`src/rtl/cpu_pkg.sv`:
```
// Shared types and defaults for the memory-access stage.
// Build option MEM_TIMEOUT_EN enables the access timeout.
package cpu_pkg;

  localparam int DW_DEF  = 32;
  localparam int RDW_DEF = 4;

  typedef enum logic {
    IDLE,
    ACCESS
  } mem_state_t;

endpackage

```
`src/rtl/mem_timeout_ctr.sv`:
```
// Counts ACCESS cycles without ack; pulses tc on the LIMIT-th one.
// Instantiated by mem_access_stage only under MEM_TIMEOUT_EN.
module mem_timeout_ctr #(
  parameter int LIMIT = 255
) (
  input  logic clk,
  input  logic rst,
  input  logic clr,
  input  logic en,
  output logic tc
);

  localparam int CW = $clog2(LIMIT + 1);

  logic [CW-1:0] cnt_q;
  logic [CW-1:0] cnt_d;

  always_comb begin
    cnt_d = cnt_q;
    if (clr) begin
      cnt_d = '0;
    end else if (en) begin
      cnt_d = cnt_q + 1'b1;
    end
  end

  always_ff @(posedge clk) begin
    if (rst) begin
      cnt_q <= '0;
    end else begin
      cnt_q <= cnt_d;
    end
  end

  // tc fires on the cycle whose increment would reach LIMIT
  assign tc = en && (cnt_q == CW'(LIMIT - 1));

endmodule

```
`src/rtl/mem_access_stage.sv`:
```
// MEM stage: drives the req/ack data port and registers MEM/WB.
// Build option MEM_TIMEOUT_EN aborts accesses after TIMEOUT_CYCLES.
module mem_access_stage
  import cpu_pkg::*;
#(
  parameter int DW             = DW_DEF,
  parameter int RDW            = RDW_DEF,
  parameter int TIMEOUT_CYCLES = 255
) (
  input  logic           clk,
  input  logic           rst,
  input  logic           in_valid,
  input  logic [DW-1:0]  alu_res,
  input  logic [DW-1:0]  store_data,
  input  logic [RDW-1:0] wr_dest,
  input  logic           wmem,
  input  logic           rmem,
  input  logic           wreg,
  input  logic           jmp,
  output logic           stall_o,
  output logic           mem_req,
  output logic           mem_we,
  output logic [DW-1:0]  mem_addr,
  output logic [DW-1:0]  mem_wdata,
  input  logic           mem_ack,
  input  logic [DW-1:0]  mem_rdata,
  output logic           wb_valid,
  output logic [DW-1:0]  wb_data,
  output logic [RDW-1:0] wb_dest,
  output logic           wb_wreg,
  output logic           wb_jmp,
  output logic           mem_err
);

  mem_state_t     state_q, state_d;
  logic           req_q, req_d;
  logic           we_q, we_d;
  logic [DW-1:0]  addr_q, addr_d;
  logic [DW-1:0]  wdata_q, wdata_d;
  logic [RDW-1:0] dest_q, dest_d;
  logic           wreg_q, wreg_d;
  logic           jmp_q, jmp_d;
  logic           load_q, load_d;
  logic           wbv_q, wbv_d;
  logic [DW-1:0]  wbd_q, wbd_d;
  logic [RDW-1:0] wbr_q, wbr_d;
  logic           wbw_q, wbw_d;
  logic           wbj_q, wbj_d;
  logic           err_q, err_d;
  logic           is_mem;
  logic           timeout;
  logic           in_acc;

  assign is_mem = rmem | wmem;
  assign in_acc = (state_q == ACCESS);

`ifdef MEM_TIMEOUT_EN
  mem_timeout_ctr #(
    .LIMIT(TIMEOUT_CYCLES)
  ) u_to (
    .clk(clk),
    .rst(rst),
    .clr(!in_acc),
    .en (in_acc && !mem_ack),
    .tc (timeout)
  );
`else
  logic unused_timeout;
  assign unused_timeout = (TIMEOUT_CYCLES != 0);
  assign timeout = 1'b0;
`endif

  assign stall_o = in_valid && is_mem &&
                   !(in_acc && (mem_ack || timeout));

  always_comb begin
    state_d = state_q;
    req_d   = req_q;
    we_d    = we_q;
    addr_d  = addr_q;
    wdata_d = wdata_q;
    dest_d  = dest_q;
    wreg_d  = wreg_q;
    jmp_d   = jmp_q;
    load_d  = load_q;
    wbv_d   = 1'b0;
    wbd_d   = wbd_q;
    wbr_d   = wbr_q;
    wbw_d   = wbw_q;
    wbj_d   = wbj_q;
    err_d   = err_q;
    unique case (state_q)
      IDLE: begin
        if (in_valid && !is_mem) begin
          wbv_d = 1'b1;
          wbd_d = alu_res;
          wbr_d = wr_dest;
          wbw_d = wreg;
          wbj_d = jmp;
        end else if (in_valid) begin
          state_d = ACCESS;
          req_d   = 1'b1;
          we_d    = wmem;
          addr_d  = alu_res;
          wdata_d = store_data;
          dest_d  = wr_dest;
          wreg_d  = wreg;
          jmp_d   = jmp;
          load_d  = !wmem;
        end
      end
      ACCESS: begin
        if (mem_ack) begin
          state_d = IDLE;
          req_d   = 1'b0;
          wbv_d   = 1'b1;
          wbd_d   = load_q ? mem_rdata : addr_q;
          wbr_d   = dest_q;
          wbw_d   = wreg_q;
          wbj_d   = jmp_q;
        end else if (timeout) begin
          // aborted access retires without a register write
          state_d = IDLE;
          req_d   = 1'b0;
          wbv_d   = 1'b1;
          wbd_d   = addr_q;
          wbr_d   = dest_q;
          wbw_d   = 1'b0;
          wbj_d   = jmp_q;
          err_d   = 1'b1;
        end
      end
      default: state_d = IDLE;
    endcase
  end

  always_ff @(posedge clk) begin
    if (rst) begin
      state_q <= IDLE;
      req_q   <= 1'b0;
      we_q    <= 1'b0;
      addr_q  <= '0;
      wdata_q <= '0;
      dest_q  <= '0;
      wreg_q  <= 1'b0;
      jmp_q   <= 1'b0;
      load_q  <= 1'b0;
      wbv_q   <= 1'b0;
      wbd_q   <= '0;
      wbr_q   <= '0;
      wbw_q   <= 1'b0;
      wbj_q   <= 1'b0;
      err_q   <= 1'b0;
    end else begin
      state_q <= state_d;
      req_q   <= req_d;
      we_q    <= we_d;
      addr_q  <= addr_d;
      wdata_q <= wdata_d;
      dest_q  <= dest_d;
      wreg_q  <= wreg_d;
      jmp_q   <= jmp_d;
      load_q  <= load_d;
      wbv_q   <= wbv_d;
      wbd_q   <= wbd_d;
      wbr_q   <= wbr_d;
      wbw_q   <= wbw_d;
      wbj_q   <= wbj_d;
      err_q   <= err_d;
    end
  end

  assign mem_req   = req_q;
  assign mem_we    = we_q;
  assign mem_addr  = addr_q;
  assign mem_wdata = wdata_q;
  assign wb_valid  = wbv_q;
  assign wb_data   = wbd_q;
  assign wb_dest   = wbr_q;
  assign wb_wreg   = wbw_q;
  assign wb_jmp    = wbj_q;
  assign mem_err   = err_q;

endmodule

```
`config.mk`:
```
export PLATFORM = sky130hd
export DESIGN_NAME = mem_access_stage
export DESIGN_NICKNAME = d
export VERILOG_FILES = /design/src/rtl/cpu_pkg.sv /design/src/rtl/mem_timeout_ctr.sv /design/src/rtl/mem_access_stage.sv
export SDC_FILE = /design/constraint.sdc
export NUM_CORES = 1
export LEC_CHECK = 0
export CAP_MARGIN = 20
export CORE_MARGIN = 2
export CORE_UTILIZATION = 24
export CTS_CLUSTER_DIAMETER = 120
export DETAILED_ROUTE_END_ITERATION = 7
export DONT_BUFFER_PORTS = 1
export RECOVER_POWER = 100
export SLEW_MARGIN = 10
export SYNTH_ARGS = -nofsm -noshare
export SYNTH_HDL_FRONTEND = slang
export SYNTH_SLANG_ARGS = --single-unit
```
`constraint.sdc`:
```
create_clock -name clk -period 3.07 [get_ports clk]
set_input_delay 0.307 -clock clk [delete_from_list [all_inputs] [get_ports clk]]
set_output_delay 0.307 -clock clk [all_outputs]
set_load 0.05 [all_outputs]
```
==> metrics.txt <==
critical path, cell by cell=buf_4 > nor2b_2 > buf_4 > nand3_1 > a21oi_1; Slew Limit Fails=0; Yosys top cell area share=0.449; reg2reg end=mem_addr[0]$_SDFFE_PP0P_; final worst setup slack=0.814 ns; CP required=3.41 ns; Starting Density=0.246; #FFs+latches synth=113; drt wl/cell=19.8 um; Slew HR=0.165; Tcrit/Tclk final=0.735; Die Ht=149 um; critical path arrival=2.59 ns; Worst R2R Path Depth=5; Worst-Margin Slew=1.25 ns; Clock H-tree levels=4; fmax=0.443 GHz; non-filler cells, final=777; # DRC=0; cell count after placement=743; Critical Path Slowest Stage Cell=nor2b_2; Lkg Pwr=1.94 nW; status=finished, final reports clean; Num Clock Sinks=113; pin count of the biggest net entering global routing=81; first-pass iteration count of the detailed router=4; area leader, netlist=dfxtp_1; Layout area overhead=12.3%; CP endpoint kind=register; minimum clock period after layout=2.26 ns; WL final=15.4 mm; Yosys warning total=0; Max IR drop VDD=325 uV; io pins=215; Hold Startpoint=alu_res[18]; RePlAce Congestion=0.688; number of cell rows=52; die width=149 um; CP Launch Type=register; PD cells=728 nW/um^2; CTS tree=done; GR Overflow Total=0; DRT iter0 DRCs=149; initial antenna violation count=1; Fin Clk Skew=0.00872 ns; Vias=3887; number of hold buffers added after CTS=1; Setup CP Type=reg -> reg; Hold Path Depth=2; slowest stage delay, CP=0.99 ns; crit-path most repeated cell=buf_4; TritonCTS buffer count=17; Max-Cap Viols=0; Final Hold Vio Count=0; dpl cell area=5220 sq um; All-Layer GR Usage=0.137; Clock Tree Root=clkbuf_16; Final setup viols=0; layout cells sized above 1=0.115; vias per cell=5.00; WHS=0.0332 ns; Synth cell types=30; clock buffer depth=2; first-pass GRT wire length=22.9 mm; IO Port Bufs=0; nets=602; Reg2Reg Launch Point=in_acc$_SDFF_PP0_; Seq/Total Area, Yosys=0.449; WHS Endpoint=mem_addr[18]$_SDFFE_PP0P_; post-CTS resize count=0; clk slew on worst S/H paths=0.06 ns; core area=20400 sq um; clock latency on the worst-skew pair=0.42 ns; hpwl dp=10.0 mm; die area=22200 sq um; syn avg cell area=9.72 sq um; synthesized area=5030 sq um; Reg2Reg Setup Slack=0.81 ns; pre-CTS setup slack=0.881 ns; Post-CTS Setup Repair Bufs=0; Post-Syn Nets=626; Crit path max-delay family=simple AND/OR/NAND/NOR gates; Post-Synthesis Cells=518; unrepaired setup endpoints after global routing=no; worst path bufs/invs=2; Synth area leaders=dfxtp_1 (45%), o2bb2ai_2 (8.6%), mux2i_1 (7.6%); Hold Crit Class=in -> reg; final instance area=5650 sq um; antenna-violating nets left=0; CP Max Fanout=27; TNS Setup=0 ns; vias in the first global route=3828
-- final cells by class --
class,instances,area (sq um)
Antenna cell,1,2.50
Clock buffer,20,447
Clock inverter,11,91.3
Fill cell,2212,14800
Inverter,2,7.51
Multi-Input combinational cell,346,2350
Sequential cell,113,2260
Tap cell,270,338
Timing Repair Buffer,14,155
-- per-stage QoR --
step / total power, W / utilization
after global placement: 0.00233 / 0.255
final: 0.00411 / 0.277
after detailed placement: 0.00233 / 0.255
after CTS: 0.00421 / 0.283
after global routing: 0.00430 / 0.277
after floorplan: 0.00225 / -
-- layer usage --
layer  part of all wire  global-route usage
met5                  0                   0
met4              0.021              0.0562
met3              0.093              0.0602
met2               0.47               0.220
met1               0.42               0.160
-- cell usage in the layout (no fill, tap or decap), drive strengths merged --
cell / instances
nand2: 4
o21ai: 72
mux2: 32
and3: 1
diode: 1
nor4b: 1
inv: 2
nand2b: 2
or2: 1
nor2: 1
a211oi: 6
dfxtp: 113
nand3: 70
nor3b: 1
a21oi: 74
bufinv: 1
conb: 1
nor3: 7
nor2b: 1
clkinv: 7
mux2i: 38
clkinvlp: 3
and2: 1
clkbuf: 21
buf: 13
o21bai: 1
o2bb2ai: 32
-- worst register-to-register path, delay by kind of cell, from the launching register on --
kind                   cells  cell delay (ns)
DFF                        1             0.31
AOI/OAI and AO/OA          1             0.15
and+or+nand+nor            2             1.11
buffers and inverters      2             0.61
-- report_power, final --
group          switching, W  internal, W
combinational      0.000223     0.000147
clock              0.000699      0.00112
sequential         0.000368      0.00156
-- cells in the mapped netlist, drive strengths merged --
cell and instances:
nor3b 1, dfxtp 113, a211oi 6, inv 2, o21ai 72, clkbuf 30, nor2b 1, mux2 32
o21bai 1, conb 1, nand2 4, mux2i 38, o2bb2ai 32, nor3 7, nor2 1, nand3 70
and3 1, nor4b 1, or2 1, nand2b 2, buf 27, and2 1, a21oi 74
-- registers in the layout, summed over array words and instances, names as in the netlist --
signal     count
wreg_q         1
jmp_q          1
in_acc         1
mem_wdata     32
mem_addr      32
dest_q         4
wb_valid       1
wb_wreg        1
wb_data       32
mem_we         1
mem_req        1
wb_jmp         1
wb_dest        4
load_q         1
-- logic make-up (layout without fill, tap and decap cells) --
family / Yosys count / count (layout) / synth area share
flip-flops: 113 / 113 / 0.449
multiplexers: 70 / 70 / 0.147
other: 1 / 2 / 0.000745
buffers and inverters: 59 / 47 / 0.0572
AO/OA/AOI/OAI: 185 / 185 / 0.250
AND/OR/NAND/NOR: 90 / 90 / 0.0962
-- worst max-delay path by stage --
stage	cells after the start	to	from	slack [ns]
3_5_place_dp	5	wb_data[17]$_SDFFE_PP0P_	in_acc$_SDFF_PP0_	0.88
3_3_place_gp	5	wb_data[19]$_SDFFE_PP0P_	in_acc$_SDFF_PP0_	0.91
6_report	5	mem_addr[0]$_SDFFE_PP0P_	in_acc$_SDFF_PP0_	0.81
2_1_floorplan	4	stall_o	in_acc$_SDFF_PP0_	1.60
5_1_grt	5	mem_addr[17]$_SDFFE_PP0P_	in_acc$_SDFF_PP0_	0.66
4_1_cts	5	wb_data[17]$_SDFFE_PP0P_	in_acc$_SDFF_PP0_	0.89
Power figures use the tool's default switching activity.
